**config.mk**
```make
export PLATFORM = sky130hd
export DESIGN_NAME = vdp_super_vram_arbiter
export DESIGN_NICKNAME = d
export VERILOG_FILES = /design/src/rtl/vdp_super_vram_arbiter.sv
export SDC_FILE = /design/constraint.sdc
export NUM_CORES = 1
export LEC_CHECK = 0
export BUFFER_PORTS_ARGS = -buffer_cell sky130_fd_sc_hd__buf_2
export CORE_MARGIN = 5
export CORE_UTILIZATION = 41
export DETAILED_ROUTE_END_ITERATION = 6
export MAX_ROUTING_LAYER = met4
export PLACE_DENSITY_LB_ADDON = 0.2
export SLEW_MARGIN = 20
export SYNTH_ARGS = -nofsm -noshare
export SYNTH_HDL_FRONTEND = slang
export SYNTH_SLANG_ARGS = --single-unit
```
**constraint.sdc**
```tcl
create_clock -name clk -period 2 [get_ports clk]
set_input_delay 0.5 -clock clk [delete_from_list [all_inputs] [get_ports clk]]
set_output_delay 0.5 -clock clk [all_outputs]
set_load 0.01 [all_outputs]
```
**src/rtl/vdp_super_vram_arbiter.sv**
```systemverilog
// Slot-based arbiter for the 32-bit super-res VRAM port: display, CPU and command engine.
// Define VDP_SUPER_ARB_REFRESH_EN to reserve the slot decided at cx==720 for refresh.
module vdp_super_vram_arbiter (
    input  logic        clk,
    input  logic        reset_n,
    input  logic        vdp_super,
    input  logic [9:0]  cx,
    input  logic        super_res_drawing,
    input  logic [16:0] display_addr,
    input  logic        cpu_req,
    input  logic        cpu_we,
    input  logic [16:0] cpu_addr,
    input  logic [31:0] cpu_wdata,
    input  logic [3:0]  cpu_be,
    output logic        cpu_ack,
    output logic [31:0] cpu_rdata,
    input  logic        cmd_req,
    input  logic        cmd_we,
    input  logic [16:0] cmd_addr,
    input  logic [31:0] cmd_wdata,
    input  logic [3:0]  cmd_be,
    output logic        cmd_ack,
    output logic [31:0] cmd_rdata,
    input  logic [31:0] vrm_32,
    output logic [16:0] mem_addr,
    output logic [31:0] mem_wdata,
    output logic [3:0]  mem_be,
    output logic        mem_we,
    output logic        mem_cs,
    output logic        mem_refresh,
    output logic [1:0]  owner
);

    typedef enum logic [1:0] {OwnNone = 2'd0, OwnDisplay = 2'd1, OwnCpu = 2'd2, OwnCmd = 2'd3}
        owner_e;

    owner_e      owner_q, owner_d;
    logic [16:0] addr_q, addr_d;
    logic [31:0] wdata_q, wdata_d;
    logic [3:0]  be_q, be_d;
    logic        we_q, we_d;
    logic        refresh_q, refresh_d;
    logic [3:0]  cpu_wait_q, cpu_wait_d;
    logic [3:0]  cmd_wait_q, cmd_wait_d;
    logic        cpu_next_q, cpu_next_d;  // 1: cpu wins the next tie
    logic        cpu_ack_q, cpu_ack_d;
    logic        cmd_ack_q, cmd_ack_d;
    logic [31:0] cpu_rdata_q, cpu_rdata_d;
    logic [31:0] cmd_rdata_q, cmd_rdata_d;

    logic [1:0]  phase;
    logic        refresh_slot;
    logic        cpu_aged, cmd_aged;
    logic        grant_cpu, grant_cmd;

    assign phase = cx[1:0];

`ifdef VDP_SUPER_ARB_REFRESH_EN
    assign refresh_slot = (cx == 10'd720);
`else
    logic unused_cx;
    assign unused_cx    = ^cx[9:2];
    assign refresh_slot = 1'b0;
`endif

    // An aged requester only wins if the other one is not equally aged.
    assign cpu_aged = cpu_req && (cpu_wait_q == 4'hF) && !(cmd_req && (cmd_wait_q == 4'hF));
    assign cmd_aged = cmd_req && (cmd_wait_q == 4'hF) && !(cpu_req && (cpu_wait_q == 4'hF));

    always_ff @(posedge clk or negedge reset_n) begin
        if (!reset_n) begin
            owner_q     <= OwnNone;
            addr_q      <= '0;
            wdata_q     <= '0;
            be_q        <= '0;
            we_q        <= 1'b0;
            refresh_q   <= 1'b0;
            cpu_wait_q  <= '0;
            cmd_wait_q  <= '0;
            cpu_next_q  <= 1'b1;
            cpu_ack_q   <= 1'b0;
            cmd_ack_q   <= 1'b0;
            cpu_rdata_q <= '0;
            cmd_rdata_q <= '0;
        end else begin
            owner_q     <= owner_d;
            addr_q      <= addr_d;
            wdata_q     <= wdata_d;
            be_q        <= be_d;
            we_q        <= we_d;
            refresh_q   <= refresh_d;
            cpu_wait_q  <= cpu_wait_d;
            cmd_wait_q  <= cmd_wait_d;
            cpu_next_q  <= cpu_next_d;
            cpu_ack_q   <= cpu_ack_d;
            cmd_ack_q   <= cmd_ack_d;
            cpu_rdata_q <= cpu_rdata_d;
            cmd_rdata_q <= cmd_rdata_d;
        end
    end

    always_comb begin
        owner_d     = owner_q;
        addr_d      = addr_q;
        wdata_d     = wdata_q;
        be_d        = be_q;
        we_d        = we_q;
        refresh_d   = refresh_q;
        cpu_wait_d  = cpu_wait_q;
        cmd_wait_d  = cmd_wait_q;
        cpu_next_d  = cpu_next_q;
        cpu_ack_d   = 1'b0;
        cmd_ack_d   = 1'b0;
        cpu_rdata_d = cpu_rdata_q;
        cmd_rdata_d = cmd_rdata_q;
        grant_cpu   = 1'b0;
        grant_cmd   = 1'b0;

        // Completion edge: read data is valid in phase 3, ack shows in the following phase 0.
        if (phase == 2'd3) begin
            refresh_d = 1'b0;
            if (owner_q == OwnCpu) begin
                cpu_ack_d = 1'b1;
                if (!we_q) cpu_rdata_d = vrm_32;
            end
            if (owner_q == OwnCmd) begin
                cmd_ack_d = 1'b1;
                if (!we_q) cmd_rdata_d = vrm_32;
            end
        end

        if (phase == 2'd0) begin
            owner_d   = OwnNone;
            addr_d    = '0;
            wdata_d   = '0;
            be_d      = '0;
            we_d      = 1'b0;
            refresh_d = 1'b0;
            if (vdp_super) begin
                if (refresh_slot) begin
                    refresh_d = 1'b1;
                end else if (super_res_drawing) begin
                    owner_d = OwnDisplay;
                end else if (cpu_aged) begin
                    grant_cpu = 1'b1;
                end else if (cmd_aged) begin
                    grant_cmd = 1'b1;
                end else if (cpu_req && cmd_req) begin
                    grant_cpu = cpu_next_q;
                    grant_cmd = !cpu_next_q;
                end else begin
                    grant_cpu = cpu_req;
                    grant_cmd = cmd_req;
                end

                if (grant_cpu) begin
                    cpu_wait_d = '0;
                end else if (cpu_req && (cpu_wait_q != 4'hF)) begin
                    cpu_wait_d = cpu_wait_q + 4'd1;
                end
                if (grant_cmd) begin
                    cmd_wait_d = '0;
                end else if (cmd_req && (cmd_wait_q != 4'hF)) begin
                    cmd_wait_d = cmd_wait_q + 4'd1;
                end
            end

            if (grant_cpu) begin
                owner_d    = OwnCpu;
                addr_d     = cpu_addr;
                wdata_d    = cpu_wdata;
                be_d       = cpu_be;
                we_d       = cpu_we;
                cpu_next_d = 1'b0;
            end else if (grant_cmd) begin
                owner_d    = OwnCmd;
                addr_d     = cmd_addr;
                wdata_d    = cmd_wdata;
                be_d       = cmd_be;
                we_d       = cmd_we;
                cpu_next_d = 1'b1;
            end
        end
    end

    // Display owns the bus with a live address: the fetcher advances it at the phase-0 edge.
    always_comb begin
        owner       = owner_q;
        mem_cs      = (owner_q != OwnNone);
        mem_we      = we_q;
        mem_be      = be_q;
        mem_wdata   = wdata_q;
        mem_addr    = (owner_q == OwnDisplay) ? display_addr : addr_q;
        mem_refresh = refresh_q;
        cpu_ack     = cpu_ack_q;
        cmd_ack     = cmd_ack_q;
        cpu_rdata   = cpu_rdata_q;
        cmd_rdata   = cmd_rdata_q;
    end

endmodule
```
After elaboration in Yosys (flattened, before gate mapping)

Cells that the tools add are included.

Word-level logic and storage cells: 86
Bits of input ports: 173
Bits in registers: 132
Output and inout port bits: 124

Reduce and logical (&&, ||, !) cells: 21
Equal/unequal tests: 8
Bitwise operators: 1
Add/sub/neg operators: 2
Muxes and demuxes: 41

Operators with widths:

| operator                                                         | count |
|---|---|
| 32-bit two-way mux                                               | 2 |
| 17-bit two-way mux                                               | 3 |
| 1-bit two-way mux                                                | 28 |
| 4-bit two-way mux                                                | 6 |
| 3-bit AND reduction                                              | 4 |
| 2-bit nonzero test                                               | 5 |
| 4-bit by 1-bit adder with 4-bit output (second input constant)   | 2 |
| 4-bit == test (second input constant)                            | 2 |
| 4-bit inequality test (second input constant)                    | 2 |
| 1-bit logical AND                                                | 7 |
| 2-bit == test (second input constant)                            | 3 |
| 2-bit two-way mux                                                | 2 |
| 1-bit logical NOT                                                | 3 |
| 2-bit by 1-bit == test with 1-bit output (second input constant) | 1 |
| 2-bit logical NOT                                                | 1 |
| 2-bit AND reduction                                              | 1 |
| 1-bit inverter                                                   | 1 |

Longest topological paths before layout

Gate-level depths: netlist of the first run.

Depth after elaboration: 13
Depth in mapped cells: 6
Mapped depth without buffers: 5

Least setup slack after synthesis of the first run

OpenSTA, ideal clock, no wires.

Path type: flip-flop to output port
Start: register owner_q[0], in the netlist owner[0]
End: output port mem_addr[10]
Setup slack: -0.056 ns
Required time: 1.500 ns
Arrival: 1.556 ns
Path buffers: 1
Stages on the path, launching flop included: 5
Path through: dfrtp_1 > inv_1 > nor2_1 > buf_2 > mux2_2

Word-level cells in the longest chain between the ends: 2

RTL lines:

| element                                  | RTL line | source |
|---|---|---|
| start: declaration                       | 37       | `owner_e owner_q, owner_d;` |
| start signal: assignment                 | 72       | `owner_q <= OwnNone;` |
| start signal: assignment                 | 86       | `owner_q <= owner_d;` |
| 2-bit by 1-bit == test with 1-bit output | 193      | `mem_addr = (owner_q == OwnDisplay) ? display_addr : addr_q;` |
| 17-bit two-way mux                       | 193      |  |
| end: declaration                         | 25       | `output logic [16:0] mem_addr,` |

Every way passes these cells.

Worst setup path in the final report of the first run

Start: register owner_q[1], in the netlist owner[1]
End: output port mem_addr[5]

The elaborated chain is that of the path after synthesis.

==> results of run 1 <==
worst register-to-register path, stage by stage (launching register included):
cell       delay [ns]
dfrtp_1          0.40
ha_2             0.22
and4_4           0.20
maj3_2           0.34
nor3_4           0.17
buf_4            0.16
clkbuf_16        0.18
a221o_1          0.16
final cells by class:
class                           count  share of cell area
Clock buffer                       18             0.05372
Tap cell                          180             0.02755
Timing Repair Buffer              309              0.2155
Inverter                            4            0.001837
Sequential cell                   131              0.4011
Clock inverter                     12             0.02204
Multi-Input combinational cell    253              0.2782
state kept, by name, indices dropped and copies added, names as in the netlist:
| name | flops |
|---|---|
| addr_q | 17 |
| cpu_next_q | 1 |
| cmd_ack | 1 |
| cpu_rdata | 32 |
| cmd_wait_q | 4 |
| cpu_ack | 1 |
| cpu_wait_q | 4 |
| mem_we | 1 |
| mem_wdata | 32 |
| owner | 2 |
| cmd_rdata | 32 |
| mem_be | 4 |
layout by cell type (no fill, tap or decap), types with 3 or more instances in the layout:
master | synthesis | layout
bufinv_16 | 0 | 4
mux2_2 | 77 | 73
buf_6 | 5 | 6
and2_1 | 55 | 55
buf_4 | 1 | 13
buf_2 | 10 | 280
and3_1 | 4 | 4
nor2_1 | 5 | 4
a22o_1 | 4 | 4
nand2_1 | 5 | 5
mux2_4 | 0 | 4
buf_12 | 0 | 8
clkbuf_16 | 0 | 18
a221o_1 | 54 | 54
inv_1 | 4 | 3
dfrtp_1 | 130 | 130
nand3_1 | 5 | 5
mux2_1 | 5 | 5
per-stage QoR:
stage	setup TNS, ns	total power [mW]	hold WS (ns)
floorplan	0	4.542	0.2044
global placement	0	5.511	0.3998
detailed placement	0	5.590	0.4010
CTS	-2.353	8.898	0.2937
global route	-3.235	9.249	0.2954
finish	-1.939	8.803	0.3128
report_power, final:
part | switching (mW) | internal [mW] | total (mW)
Sequential | 0.299 | 3.22 | 3.52
Clock | 1.14 | 2.11 | 3.24
Combinational | 0.959 | 1.08 | 2.04
Total | 2.39 | 6.41 | 8.80
repair_timing:
| action | CTS | global route |
|---|---|---|
| gates resized for setup | 9 | 3 |
| hold endpoints to repair | 16 | 0 |
| endpoints found under the setup margin | 17 | 62 |
| pin swaps | 1 | 1 |
| buffers inserted | 1 | 2 |
| gates cloned | 0 | 1 |
| hold buffers | 1 | 0 |
path summary, 6_finish.rpt:
check | cells past startpoint | end | from
setup / recovery | 4 | mem_addr[5] | owner[1]
hold / removal | 2 | mem_wdata[7] | cmd_wdata[7]
max in group asynchronous | 3 | cpu_next_q | reset_n
hold reg to reg | 1 | cmd_rdata[25] | cmd_rdata[25]
min in group asynchronous | 2 | cmd_rdata[22] | reset_n
setup reg to reg | 7 | mem_wdata[10] | cpu_wait_q[0]
cell families (layout without fill, tap and decap cells):
logic type      Yosys count  in the layout  share of synthesized area
buf+inv                  31            343                    0.02986
flops                   131            131                     0.5754
simple gates             90             90                    0.09769
mux                      83             83                     0.1638
other cells               1              1                  0.0006580
fa+ha+maj                 3              3                   0.006366
compound gates           76             76                     0.1262
layer usage:
layer  global-route usage  share of wire
met1               0.2506           0.40
met2               0.3450           0.49
met3              0.05708          0.083
met4              0.09675          0.030
met5                    -              0
==> impl_metrics.toml, run 1 <==
[layout]
area_growth_pct = 43.45
fillCellCount = 1158
antennaDiodeCount = 0
finish.utilization = 0.5936
multi_input_area_sq_mm = 0.002275
seq_area_sq_mm = 0.003279
stdcell_area_sq_mm = 0.008175
layout-drive-gt1-share = 0.5928
nets = 891
fin_cells = 907

[clock_network]
cts_buffer_depth = 2
root_buffer = "clkbuf_16"
h-tree-depth = 4
cts_tree = "yes"
cts.sinks = 131
numCtsBuffers = 17
clk_pin_slew_worst_paths_ns = 0.06
insertion_delay_ns = 0.41

[yosys]
synth_cell_types = 45
syn_inst = 415
ys.flop_type = "dfrtp_1"
synthTopCellsByArea = "dfrtp_1, mux2_2, a221o_1, and2_1, buf_6"
postSynthAreaPerCell_sq_um = 13.73
syn-num-nets = 590
synth_edf_count = 0
yosysTopAreaCell = "dfrtp_1"
ys_seq_area_frac = 0.5754
synth_seq_cells = 131
synth_top_area_share = 0.5708
synth.most_common_cell = "dfrtp_1"
synth_async_sr_flop_share = 1.000
synth_warnings = 0
synth_top_cells_by_count = "dfrtp_1, mux2_2, and2_1"
syn_area_sq_mm = 0.005699

[status]
status = "complete, but fails checks"
failed_checks = "setup timing"

[route]
firstDrtPassIters = 4
via_per_inst = 5.230
drc_errors = 0
drtIter0Drc = 229
post_drt_wl_per_cell_um = 18.85
drtAntennaViolNets = 0
num_vias = 4744
drt-total-wl_um = 17090

[placement]
portBuffers = 287
dpl.cell_count = 872
place_ws_ns = 0.005131
place_congestion = 0.8499
dpl.hpwl_um = 12670
place_area_sq_mm = 0.007443

[sta]
grt_setup_unrepaired = "yes"
setup_viol = 17
fin_crit_ns = 2.145
clock_skew_ns = 0.01239
setup_slack_ns = -0.1450
finalCritPeriodShare = 1.072
timing.fmax_ghz = 0.4662
slew_violations = 0
hold_violations = 0

[worst_setup_path]
worst-setup-path-type = "reg -> out"
r2r_setup_slack_ns = 0.11
crit_path_start_kind = "flop"
required_ns = 1.50
endpoint_kind = "output port"
worstPathCellList = "nor2_2 -> buf_12 -> mux2_2 -> buf_2"
critical-path-top-delay-family = "flip-flops"
critPathMaxStageDelay_ns = 0.38
worstPathMaxFanout = 17
critPathBufInv = 2
cp.arrival_ns = 1.64
slowest_stage = "dfrtp_1"

[power]
peakVddDrop_mv = 0.5413
power.leakage_nw = 4.370
p_per_area_mw_per_mm2 = 1077

[global_routing]
grt_first_pass_wirelength_um = 26440
grt_max_degree = 57
antenna_found_initial = 0
groute.usage.overall = 0.2136
overflow = 0
grt_pass1_vias = 5072

[floorplan]
dieHeight_um = 127.9
core-area_sq_mm = 0.01377
rows = 43
dieArea_sq_mm = 0.01636
die_w_um = 127.9
initial_utilization = 0.4138
pin_count = 297

[flow_run]
maxCapViolations = 0

[hold_path]
hold_path.class = "in -> reg"
Note: power is estimated with default switching activity, not from simulation.
==> run 2, diff against run 1 <==
--- a/config.mk
+++ b/config.mk
@@ -6,7 +6,7 @@
 export NUM_CORES = 1
 export LEC_CHECK = 0
 export BUFFER_PORTS_ARGS = -buffer_cell sky130_fd_sc_hd__buf_2
-export CORE_MARGIN = 5
+export CORE_MARGIN = 4
 export CORE_UTILIZATION = 41
 export DETAILED_ROUTE_END_ITERATION = 6
 export MAX_ROUTING_LAYER = met4
==> run 2 against run 1 <==
- the flow still finishes with violations (setup timing)
- global-route usage increased by 0.53 points
- utilization rose by 1.6 points
- clock power fell by 2%
- worst setup slack better by 0.0074 ns
- clock skew down 0.0061 ns
- first-iteration DRC count up 24%
- sequential share of layout area is 0.13 points lower
==> impl_metrics.toml, run 2 (synthesized netlist as in run 1, its figures left out) <==
[worst_setup_path]
slowest_stage = "dfrtp_2"
worstPathMaxFanout = 17
r2r_setup_slack_ns = 0.07
required_ns = 1.50
reg2reg_from = "cpu_wait_q[0]"
critPathBufInv = 2
critPathMaxStageDelay_ns = 0.44
critical-path-top-delay-family = "flip-flops"
endpoint_kind = "output port"
worstPathCellList = "nor2_4 -> buf_12 -> mux2_2 -> buf_2"
ff2ff_path_depth = 7
crit_path_start_kind = "flop"
cp.arrival_ns = 1.64
worst-setup-path-type = "reg -> out"
rr_endpoint = "mem_wdata[0]"

[placement]
place_congestion = 0.8126
portBuffers = 287
dpl.hpwl_um = 12530

[floorplan]
dieHeight_um = 125.9
dieArea_sq_mm = 0.01585
die_w_um = 125.9
pin_count = 297
rows = 42
core-area_sq_mm = 0.01345
initial_utilization = 0.4236

[global_routing]
grt_first_pass_wirelength_um = 26540
groute.usage.overall = 0.2190
antenna_found_initial = 0
overflow = 0
grt_pass1_vias = 5038
grt_max_degree = 62

[clock_network]
cts_buffer_depth = 2
insertion_delay_ns = 0.41
cts.sinks = 131
clk_pin_slew_worst_paths_ns = 0.06
h-tree-depth = 4
cts_tree = "yes"
numCtsBuffers = 17
root_buffer = "clkbuf_16"

[layout]
layout-drive-gt1-share = 0.5959
area_growth_pct = 43.95
fillCellCount = 1098
nets = 892
final_cell_mix = "buf_2, dfrtp_1, mux2_2"
final_common_cell = "buf_2"

[sta]
fin_hold_ws_ns = 0.3143
finalSetupTns_ns = -1.941
clock_skew_ns = 0.006303
grt_setup_unrepaired = "yes"
finalCritPeriodShare = 1.069
fin_crit_ns = 2.138
hold_violations = 0
setup_slack_ns = -0.1375
slew_violations = 0
setup_viol = 17
timing.fmax_ghz = 0.4678

[route]
drtAntennaViolNets = 0
num_vias = 4772
drtIter0Drc = 285
post_drt_wl_per_cell_um = 18.94
drc_errors = 0
via_per_inst = 5.261
firstDrtPassIters = 4
drt-total-wl_um = 17180

[hold_path]
worstHoldPathCells = 2
hold_path_end = "mem_wdata[5]"
hold_start = "cmd_wdata[5]"
hold_path.class = "in -> reg"

[power]
p_int_mw = 6.356
pwr-share-comb = 0.231
seq_power_share = 0.404
pwr-share-clk = 0.365
power.switching_mw = 2.390
power.leakage_nw = 4.374
peakVddDrop_mv = 0.4898
swShare = 0.2733
p_per_area_mw_per_mm2 = 1066

[status]
failed_checks = "setup timing"
status = "complete, but fails checks"

[flow_run]
maxCapViolations = 0
[run 2: area by class of cell]
class	instances	area (sq um)	share of cell area
diodes	1	2.502	0.0003050
clock buffers	20	466.7	0.05689
clock inverters	12	152.6	0.01861
inverters	4	15.01	0.001830
multi-input cells	253	2283	0.2783
flip-flops and latches	131	3281	0.3999
well taps	176	220.2	0.02684
repair buffers	310	1783	0.2173
[run 2: worst max path at each step]
stage	from	to	cells past startpoint
5_1_grt	owner[0]	mem_addr[1]	5
3_3_place_gp	cpu_wait_q[0]	mem_wdata[18]	6
3_5_place_dp	cpu_wait_q[0]	mem_wdata[0]	6
2_1_floorplan	owner[0]	mem_addr[10]	4
4_1_cts	owner[1]	mem_addr[4]	4
6_report	owner[1]	mem_addr[4]	4
[run 2: through the flow]
| step | utilization | cell area [sq um] | worst slack (ns) | std cells | power, mW |
|---|---|---|---|---|---|
| floorplan | - | 5702 | 0.06548 | 415 | 4.542 |
| global placement | 0.5529 | 7438 | 0.05886 | 868 | 5.504 |
| detailed placement | 0.5529 | 7438 | -0.003154 | 868 | 5.581 |
| CTS | 0.6041 | 8127 | -0.1797 | 902 | 8.834 |
| global route | 0.6097 | 8202 | -0.1864 | 906 | 9.200 |
| finish | 0.6098 | 8204 | -0.1375 | 907 | 8.745 |
[run 2: routing by layer]
layer	GRT usage	wire [um]	vias to the layer above
met3	0.05377	1511	42
li1	-	-	2170
met5	-	0	-
met2	0.3393	8050	269
met1	0.2654	6934	2291
met4	0.1161	680	0
[run 2: power groups by stage]
stage | Sequential [mW] | Clock, mW | Combinational (mW)
CTS | 3.54 | 3.27 | 2.03
global route | 3.61 | 3.39 | 2.20
detailed placement | 3.58 | 0 | 2.01
floorplan | 3.78 | 0 | 0.760
finish | 3.53 | 3.19 | 2.02
global placement | 3.54 | 0 | 1.96
[run 2: timing repair]
| action | CTS | global route |
|---|---|---|
| cloned | 1 | 1 |
| pin swaps | 1 | 3 |
| endpoints found under the setup margin | 36 | 63 |
| endpoints found under the hold margin | 16 | 0 |
| buffers inserted | 0 | 3 |
| hold buffers | 1 | 0 |
| resized for setup | 6 | 9 |
==> run 3, diff against run 2 <==
--- a/config.mk
+++ b/config.mk
@@ -7,7 +7,7 @@
 export LEC_CHECK = 0
 export BUFFER_PORTS_ARGS = -buffer_cell sky130_fd_sc_hd__buf_2
 export CORE_MARGIN = 4
-export CORE_UTILIZATION = 41
+export CORE_UTILIZATION = 45
 export DETAILED_ROUTE_END_ITERATION = 6
 export MAX_ROUTING_LAYER = met4
 export PLACE_DENSITY_LB_ADDON = 0.2
==> constraint.sdc (replaced) <==
create_clock -name clk -period 2.5 [get_ports clk]
set_input_delay 0.625 -clock clk [delete_from_list [all_inputs] [get_ports clk]]
set_output_delay 0.625 -clock clk [all_outputs]
set_load 0.01 [all_outputs]
==> run 3 against run 2 <==
- the run now ends clean
- global-route usage grew 1.2 points
- sequential cell count is the same
- wire length shrank 4.3%
- non-clock buffer count shrank 11
- final cell count shrank 2.4%
- worst setup slack gained 0.23 ns
==> impl_metrics.toml, run 3 (synthesized netlist as in run 1, its figures left out) <==
[clock_network]
insertion_delay_ns = 0.41
cts_buffer_depth = 2
root_buffer = "clkbuf_16"
cts_hold_buf = 0
h-tree-depth = 4
cts_tree = "yes"
numCtsBuffers = 17
cts.sinks = 131
clk_pin_slew_worst_paths_ns = 0.05
cts_setup_buffers = 0

[sta]
hold_violations = 0
slew_headroom = 0.4051
clock_skew_ns = 0.008477
fin_crit_ns = 2.407
setup_viol = 0
finalCritPeriodShare = 0.9627
slew_violations = 0
timing.fmax_ghz = 0.4155
finalSetupTns_ns = 0
worstMarginPinSlew_ns = 0.8923
grt_setup_unrepaired = "no"

[global_routing]
groute.usage.overall = 0.2314
grt_pass1_vias = 4872
grt_max_degree = 68
overflow = 0
antenna_found_initial = 0
grt_first_pass_wirelength_um = 25250

[route]
drc_errors = 0
firstDrtPassIters = 4
via_per_inst = 5.251
drt-total-wl_um = 16430
drtAntennaViolNets = 0
drtIter0Drc = 292
post_drt_wl_per_cell_um = 18.57
num_vias = 4647

[hold_path]
hold_path.class = "in -> async"

[worst_setup_path]
worstPathCellList = "inv_1 -> nor2_4 -> buf_6 -> mux2_2 -> buf_2"
r2r_setup_slack_ns = 0.46
slowest_stage = "dfrtp_2"
ff2ff_path_depth = 6
worst-setup-path-type = "reg -> out"
endpoint_kind = "output port"
rr_endpoint = "mem_wdata[13]"
critPathBufInv = 3
critical-path-top-delay-family = "buffers and inverters"
crit_path_start_kind = "flop"
required_ns = 1.88
cp.arrival_ns = 1.78
reg2reg_from = "cpu_wait_q[0]"
worstPathMaxFanout = 9
critPathMaxStageDelay_ns = 0.41

[placement]
portBuffers = 287
place_congestion = 0.8247
dpl.hpwl_um = 12070
place_area_sq_mm = 0.007331

[floorplan]
dieHeight_um = 120.5
core-area_sq_mm = 0.01221
rows = 40
die_w_um = 120.5
dieArea_sq_mm = 0.01453
initial_utilization = 0.4667
pin_count = 297

[layout]
stdcell_area_sq_mm = 0.007896
final_cell_mix = "buf_2, dfrtp_1, mux2_2"
nets = 881
antennaDiodeCount = 0
fillCellCount = 986
area_growth_pct = 38.55
final_common_cell = "buf_2"
layout-drive-gt1-share = 0.5858

[flow_run]
maxCapViolations = 0

[power]
peakVddDrop_mv = 0.3052
power.leakage_nw = 4.255
p_per_area_mw_per_mm2 = 844.0

[status]
status = "completed"
==> run 3: changes by cell type in the layout (fill, tap and decap cells not counted), sizes merged <==
cell / before / now
clkinvlp: 4 / 1
bufinv: 3 / 1
buf: 308 / 299
clkbuf: 21 / 20
clkinv: 4 / 7
diode: 1 / 0
dlygate4sd3: 1 / 0
==> run 3: how the worst max path moves through the flow <==
stage / from / cells past startpoint / to
floorplan: owner[0] / 4 / mem_addr[10]
global placement: cmd_req / 6 / mem_wdata[31]
detailed placement: cmd_req / 6 / mem_wdata[12]
CTS: owner[0] / 5 / mem_addr[1]
global route: owner[0] / 5 / mem_addr[1]
finish: owner[0] / 5 / mem_addr[6]
==> run 3: report_power, final <==
part	switching [mW]	internal, mW	total (mW)
sequential	0.242	2.58	2.82
combinational	0.760	0.821	1.58
clock	0.863	1.40	2.26
==> run 3: layer usage <==
metal | track usage | part of all wire | vias to the layer above
met5 | - | 0 | -
met1 | 0.2734 | 0.39 | 2236
li1 | - | - | 2145
met2 | 0.3783 | 0.50 | 240
met3 | 0.06501 | 0.090 | 26
met4 | 0.08924 | 0.022 | 0
==> run 3: worst register-to-register path: cells and delay by family, from the launching register on <==
family	cells	cell delay [ns]
simple gates	1	0.20
fa+ha+maj	1	0.25
flops	1	0.40
compound gates	3	0.84
buf+inv	1	0.24
==> run 3: repair_timing <==
| action | 4_1_cts | 5_1_grt |
|---|---|---|
| cloned | 0 | 1 |
| resized for setup | 2 | 5 |
| setup endpoints to repair | 17 | 15 |
==> run 3: cell type report <==
cell class                 count  area (sq um)  share of cell area
clock buffer                  20         456.7             0.05784
clock inverter                10         85.08             0.01077
sequential                   131          3281              0.4155
multi-input combinational    253          2262              0.2865
inverter                       4         15.01            0.001901
tap                          168         210.2             0.02662
timing repair buffer         299          1587              0.2009
==> run 3: through the flow <==
stage               setup slack (ns)  std cells  utilization  power, mW  hold WS, ns
global route                0.009544        885       0.6466      7.015      0.08452
finish                       0.09334        885       0.6466      6.664      0.08785
global placement              0.3764        854       0.6003      4.374       0.4681
floorplan                     0.3188        415            -      3.632       0.3294
detailed placement            0.3515        854       0.6003      4.448       0.4833
CTS                          0.02551        884       0.6451      6.743      0.07355
